[src/rtl/ika9958_prim_flagbank_if.sv]
// Signal bundle for the flag bank: event/CPU requests in, flag state and interrupt out.
// Master drives the requests; slave is the flag bank itself.
interface ika9958_prim_flagbank_if #(
    parameter int unsigned WIDTH = 8
);
    logic             i_CEN;
    logic [WIDTH-1:0] i_S;
    logic [WIDTH-1:0] i_R;
    logic             i_RDCLR;
    logic [WIDTH-1:0] i_IE;
    logic [WIDTH-1:0] o_Q;
    logic [WIDTH-1:0] o_Q_n;
    logic [WIDTH-1:0] o_SNAP;
    logic             o_IRQ;

    modport master (
        output i_CEN, i_S, i_R, i_RDCLR, i_IE,
        input  o_Q, o_Q_n, o_SNAP, o_IRQ
    );

    modport slave (
        input  i_CEN, i_S, i_R, i_RDCLR, i_IE,
        output o_Q, o_Q_n, o_SNAP, o_IRQ
    );
endinterface

[src/rtl/ika9958_prim_flagbank.sv]
// Clock-enabled bank of set/reset status flags with CPU read-and-clear snapshot
// and a masked, registered interrupt output.
module ika9958_prim_flagbank #(
    parameter int unsigned      WIDTH    = 8,
    parameter int unsigned      PRIO     = 0,
    parameter logic [WIDTH-1:0] SET_EDGE = '0,
    parameter logic [WIDTH-1:0] RST_VAL  = '0
) (
    input  logic                  i_CLK,
    input  logic                  i_RST,
    ika9958_prim_flagbank_if.slave bus
);
    typedef enum logic [1:0] {
        PRIO_RST_WINS = 2'd0,
        PRIO_SET_WINS = 2'd1,
        PRIO_INVALID  = 2'd2,
        PRIO_HOLD     = 2'd3
    } prio_e;

    localparam logic [1:0] PRIO_BITS = PRIO[1:0];
    localparam prio_e      PRIO_MODE = prio_e'(PRIO_BITS);

    logic [WIDTH-1:0] q;
    logic [WIDTH-1:0] q_n;
    logic [WIDTH-1:0] snap;
    logic             irq;
    logic [WIDTH-1:0] prev;

    logic [WIDTH-1:0] set_term;
    logic [WIDTH-1:0] q_nxt;
    logic [WIDTH-1:0] q_n_nxt;

    // prev resets to all-ones so an input already high at reset release is not an edge
    assign set_term = bus.i_S & ~(SET_EDGE & prev);

    always_comb begin
        q_nxt   = q;
        q_n_nxt = q_n;
        for (int unsigned i = 0; i < WIDTH; i++) begin
            if (set_term[i] && bus.i_R[i]) begin
                unique case (PRIO_MODE)
                    PRIO_RST_WINS: begin q_nxt[i] = 1'b0; q_n_nxt[i] = 1'b1; end
                    PRIO_SET_WINS: begin q_nxt[i] = 1'b1; q_n_nxt[i] = 1'b0; end
                    PRIO_INVALID:  begin q_nxt[i] = 1'b0; q_n_nxt[i] = 1'b0; end
                    PRIO_HOLD:     begin q_nxt[i] = q[i]; q_n_nxt[i] = q_n[i]; end
                endcase
            end else if (set_term[i]) begin
                q_nxt[i]   = 1'b1;
                q_n_nxt[i] = 1'b0;
            end else if (bus.i_R[i] || bus.i_RDCLR) begin
                q_nxt[i]   = 1'b0;
                q_n_nxt[i] = 1'b1;
            end
        end
    end

    always_ff @(posedge i_CLK or posedge i_RST) begin
        if (i_RST) begin
            q    <= RST_VAL;
            q_n  <= ~RST_VAL;
            snap <= '0;
            irq  <= 1'b0;
            prev <= '1;
        end else if (bus.i_CEN) begin
            q    <= q_nxt;
            q_n  <= q_n_nxt;
            // snapshot takes pre-update state, so a same-cycle set stays pending
            if (bus.i_RDCLR) snap <= q;
            irq  <= |(q_nxt & bus.i_IE);
            prev <= bus.i_S;
        end
    end

    assign bus.o_Q    = q;
    assign bus.o_Q_n  = q_n;
    assign bus.o_SNAP = snap;
    assign bus.o_IRQ  = irq;
endmodule
[src/flat_wrapper.sv]
// flat-port wrapper written by rule: the top's interface ports become plain ports
module ika9958_prim_flagbank_flat 
#(
    parameter int unsigned      WIDTH    = 8,
    parameter int unsigned      PRIO     = 0,
    parameter logic [WIDTH-1:0] SET_EDGE = '0,
    parameter logic [WIDTH-1:0] RST_VAL  = '0
)
  (i_CLK, i_RST, bus_i_CEN, bus_i_S, bus_i_R, bus_i_RDCLR, bus_i_IE, bus_o_Q, bus_o_Q_n, bus_o_SNAP, bus_o_IRQ);
  ika9958_prim_flagbank_if #(.WIDTH(WIDTH)) bus_i ();
  input  logic i_CLK;
  input  logic i_RST;
  input wire logic [$bits(bus_i.i_CEN)-1:0] bus_i_CEN;
  input wire logic [$bits(bus_i.i_S)-1:0] bus_i_S;
  input wire logic [$bits(bus_i.i_R)-1:0] bus_i_R;
  input wire logic [$bits(bus_i.i_RDCLR)-1:0] bus_i_RDCLR;
  input wire logic [$bits(bus_i.i_IE)-1:0] bus_i_IE;
  output wire logic [$bits(bus_i.o_Q)-1:0] bus_o_Q;
  output wire logic [$bits(bus_i.o_Q_n)-1:0] bus_o_Q_n;
  output wire logic [$bits(bus_i.o_SNAP)-1:0] bus_o_SNAP;
  output wire logic [$bits(bus_i.o_IRQ)-1:0] bus_o_IRQ;
  assign bus_i.i_CEN = bus_i_CEN;
  assign bus_i.i_S = bus_i_S;
  assign bus_i.i_R = bus_i_R;
  assign bus_i.i_RDCLR = bus_i_RDCLR;
  assign bus_i.i_IE = bus_i_IE;
  assign bus_o_Q = bus_i.o_Q;
  assign bus_o_Q_n = bus_i.o_Q_n;
  assign bus_o_SNAP = bus_i.o_SNAP;
  assign bus_o_IRQ = bus_i.o_IRQ;
  ika9958_prim_flagbank #(.WIDTH(WIDTH), .PRIO(PRIO), .SET_EDGE(SET_EDGE), .RST_VAL(RST_VAL)) u_core (.i_CLK(i_CLK), .i_RST(i_RST), .bus(bus_i));
endmodule
[config.mk]
export PLATFORM = sky130hd
export DESIGN_NAME = ika9958_prim_flagbank_flat
export DESIGN_NICKNAME = d
export VERILOG_FILES = /design/src/rtl/ika9958_prim_flagbank_if.sv /design/src/rtl/ika9958_prim_flagbank.sv /design/src/flat_wrapper.sv
export SDC_FILE = /design/constraint.sdc
export NUM_CORES = 1
export LEC_CHECK = 0
export CORE_UTILIZATION = 41
export DETAILED_ROUTE_END_ITERATION = 8
export PLACE_DENSITY = 0.83
export REMOVE_ABC_BUFFERS = 1
export SETUP_SLACK_MARGIN = 0.15
export SLEW_MARGIN = 5
export SYNTH_ARGS = -nofsm -noshare
export SYNTH_HDL_FRONTEND = slang
export SYNTH_SLANG_ARGS = --single-unit
[constraint.sdc]
create_clock -name i_CLK -period 1.4 [get_ports i_CLK]
set_input_delay 0.42 -clock i_CLK [delete_from_list [all_inputs] [get_ports i_CLK]]
set_output_delay 0.42 -clock i_CLK [all_outputs]
set_load 0.01 [all_outputs]
==> out/summary.txt <==
PWR
-------------------------------------------------------------------------------------
Leak pwr ...............................................................     0.937 nW
Power Dens Cells .......................................................  936 nW/um^2
VDD IR-drop max ........................................................     0.647 mV

CTS
-------------------------------------------------------------------------------------
Cts bufs inserted ......................................................            3
Later-pin clock latency in the skew report .............................      0.31 ns
CTS tree ...............................................................          yes
Buffer depth of the longest clock path .................................            2
Root Buffer Master .....................................................     clkbuf_4
Number of H-tree levels ................................................            1
Clock net sink count ...................................................           25
CTS Hold Bufs ..........................................................            0
Clock-pin slew of the registers on the worst-case setup and hold paths .      0.14 ns

SYNTH
-------------------------------------------------------------------------------------
Seq/Total Area, Yosys ..................................................        54.6%
Synth cell count leaders ............................................... dfrtp_1, o21ai_0, nand2_1
Flop and latch count out of synthesis ..................................           25
Leading cell type by number of instances after synthesis ...............      dfrtp_1
Flip-flop cell with the highest count after synthesis ..................      dfrtp_1
Most area-hungry cell type in the Yosys netlist ........................      dfrtp_1
Main area contributors after synthesis ................................. dfrtp_1, dfstp_2, o21ai_0
Number of flops mapped to enable cells by yosys ........................            0
Post-synthesis instance total ..........................................          116
Post-Syn Area ..........................................................   1160 sq um
Synth Warn # ...........................................................            0
Average size of a mapped cell ..........................................   10.0 sq um
Async set-reset flop share out of synthesis ............................         100%
Area share of the largest cell type after synthesis ....................        36.5%
Distinct cell type count after synthesis ...............................           23

CRITICAL PATH
-------------------------------------------------------------------------------------
Critical path, cell by cell ............................................        buf_6
Worst reg2reg path depth ...............................................            5
Cell with the biggest individual delay on the critical path ............      dfstp_2
Number of buffers and inverters on the critical path ...................            1
Launch point of the worst reg-to-reg path .............................. u_core.bus.o_Q[2]$_DFFE_PP0P_
Delay of the slowest cell on the worst path ............................      0.57 ns
CP Data Arrival Time ...................................................      0.98 ns
CP Launch Type .........................................................    flip-flop
Critical path required time ............................................      0.98 ns
Cell type group with the largest total delay on the critical path ......   flip-flops
Capture point of the worst reg-to-reg path ............................. u_core.bus.o_IRQ$_DFFE_PP0P_
Critical path peak fanout ..............................................            2
End of the critical path ............................................... bus_o_Q_n[0]
Cell count along the critical path .....................................            1
Sort of element at the end of the critical path ........................   output pin
Startpoint-to-endpoint class of the critical path ......................      reg2out
Startpoint of the worst setup timing path .............................. u_core.bus.o_Q_n[0]$_DFFE_PP1P_
Minimum setup slack among reg-to-reg paths .............................      0.01 ns

DIE
-------------------------------------------------------------------------------------
Height of the die ......................................................      55.3 um
DIE AREA ...............................................................   3060 sq um
Top-level I/O count ....................................................           53
Area of the core region ................................................   2590 sq um
Initial cell density of the core .......................................        45.0%
Floorplan die width ....................................................      55.3 um
Site Rows ..............................................................           18

DRT
-------------------------------------------------------------------------------------
Routed len/inst ........................................................      14.7 um
Number of vias after detailed routing ..................................         1215
Antenna viol nets, final ...............................................            0
DRC violations left ....................................................            0
1st-iter DRT viols .....................................................           22
Iteration count of the initial detailed-routing pass ...................            4
Wirelength, routed .....................................................      3420 um
Vias/cell ..............................................................         5.21

STA
-------------------------------------------------------------------------------------
Setup repair after global routing missed its margin ....................          yes
Max-slew violation count ...............................................            0
Max-slew headroom at the worst pin .....................................        83.0%
Max Fclk ...............................................................      712 MHz
Fraction of the cycle the final worst path needs .......................         100%
Minimum clock period ...................................................      1.40 ns
Final clock skew .......................................................   0.00195 ns
Worst hold slack .......................................................     0.411 ns
Final worst slack ......................................................  -0.00411 ns
Final Hold Fails .......................................................            0
Worst-margin pin slew ..................................................     0.254 ns
# setup viols final ....................................................            2

PLACEMENT
-------------------------------------------------------------------------------------
Routability congestion estimate ........................................        0.879
Detailed-placement wirelength estimate .................................      2640 um
Count of input and output buffers ......................................           52

GLOBAL ROUTING
-------------------------------------------------------------------------------------
Initial antenna violation count ........................................            0
Via count of the first global-routing pass .............................         1296
Maximum number of pins on one net before global-route repair ...........           26
First-pass GRT wire length .............................................      5800 um
Tot GR Track Use .......................................................        23.8%
Global-route congestion overflow total .................................            0

OUTCOME
-------------------------------------------------------------------------------------
Violated checks ........................................................ negative setup slack
Outcome ................................................................ complete, but fails checks

LAYOUT
-------------------------------------------------------------------------------------
Net count reported at finish ...........................................          232
# fillers ..............................................................          182
Antenna cell count .....................................................            0
Layout cell share with drive strength beyond 1 .........................        39.4%
Final core area utilization ............................................        75.6%
Area growth, synth to finish ...........................................        68.0%

WORST HOLD PATH
-------------------------------------------------------------------------------------
Class of the most critical hold timing path ............................     in2async

RUN
-------------------------------------------------------------------------------------
Number of max-capacitance violations reported ..........................            0

stage by stage:
| step | total power, mW | area [sq um] | worst slack (ns) | instances | TNS [ns] |
|---|---|---|---|---|---|
| 2_1_floorplan | 1.09 | 1150 | 0.131 | 112 | 0 |
| 5_1_grt | 1.93 | 1960 | -0.0466 | 233 | -0.313 |
| 4_1_cts | 1.83 | 1940 | -0.0139 | 231 | -0.0607 |
| 3_5_place_dp | 1.52 | 1920 | -0.592 | 221 | -7.75 |
| 6_report | 1.83 | 1960 | -0.00411 | 233 | -0.00482 |
| 3_3_place_gp | 1.49 | 1920 | -0.517 | 221 | -6.60 |
logic make-up (layout without fill, tap and decap cells):
kind of cell,Yosys count,in the layout,share of synthesized area [%]
flip-flops,25,25,54.6
AO/OA/AOI/OAI,39,39,21.1
buffers and inverters,12,99,4.19
AND/OR/NAND/NOR,35,35,15.4
multiplexers,5,5,4.83
what timing repair did:
item                                    CTS  global route
setup buffers                             6             2
resized for setup                       119             2
endpoints found under the setup margin   48            27
pin swaps                                 2             2
power breakdown:
group	switching [mW]	internal, mW	leakage, nW
clock network	0.218	0.107	0.0177
logic	0.249	0.361	0.620
registers	0.0613	0.835	0.299
total	0.529	1.30	0.937
metal layers:
| layer | global-route usage (%) | routed length [um] | vias up |
|---|---|---|---|
| li1 | - | - | 574 |
| met1 | 28.5 | 1420 | 589 |
| met2 | 43.5 | 1790 | 48 |
| met3 | 3.51 | 171 | 4 |
| met4 | 7.86 | 44 | 0 |
| met5 | 0 | 0 | - |
state kept, by name, indices dropped and copies added (netlist names):
name               cells
u_core.bus.o_SNAP      8
u_core.bus.o_Q_n       8
u_core.bus.o_IRQ       1
u_core.bus.o_Q         8
worst min-delay path by stage:
stage | startpoint | end | slack (ns)
floorplan | i_RST | u_core.bus.o_IRQ$_DFFE_PP0P_ | 0.44
global placement | u_core.bus.o_Q_n[4]$_DFFE_PP1P_ | u_core.bus.o_Q_n[4]$_DFFE_PP1P_ | 0.46
detailed placement | u_core.bus.o_Q_n[4]$_DFFE_PP1P_ | u_core.bus.o_Q_n[4]$_DFFE_PP1P_ | 0.47
CTS | i_RST | u_core.bus.o_Q[4]$_DFFE_PP0P_ | 0.42
global route | i_RST | u_core.bus.o_Q[7]$_DFFE_PP0P_ | 0.42
finish | i_RST | u_core.bus.o_Q[4]$_DFFE_PP0P_ | 0.41
layout make-up:
class / count / area [sq um] / area share (%)
timing repair buffer: 87 / 738 / 37.7
inverter: 8 / 30.0 / 1.53
multi-input combinational: 79 / 488 / 24.9
sequential: 25 / 636 / 32.5
tap: 30 / 37.5 / 1.92
clock buffer: 3 / 22.5 / 1.15
clock inverter: 1 / 5.00 / 0.256
worst min-delay path: stages:
cell and delay, ns:
clkdlybuf4s50_1 0.40, inv_1 0.09, buf_12 0.18
placed cells by master (no fill, tap or decap), types with 2 or more instances in the layout:
cell type and n:
nor2_1 7, a21oi_1 6, dfrtp_1 17, nand3b_1 4, clkdlybuf4s50_1 25, inv_1 8, buf_4 31, o21ai_1 5
o21a_1 6, buf_2 15, buf_6 13, o21ai_0 13, and2b_1 2, nand2b_1 3, nor2b_1 5, o22a_1 4
dfstp_2 8, clkbuf_4 3, mux2_2 5, nand2_1 12
No activity file was read; power rests on OpenSTA's default activity.
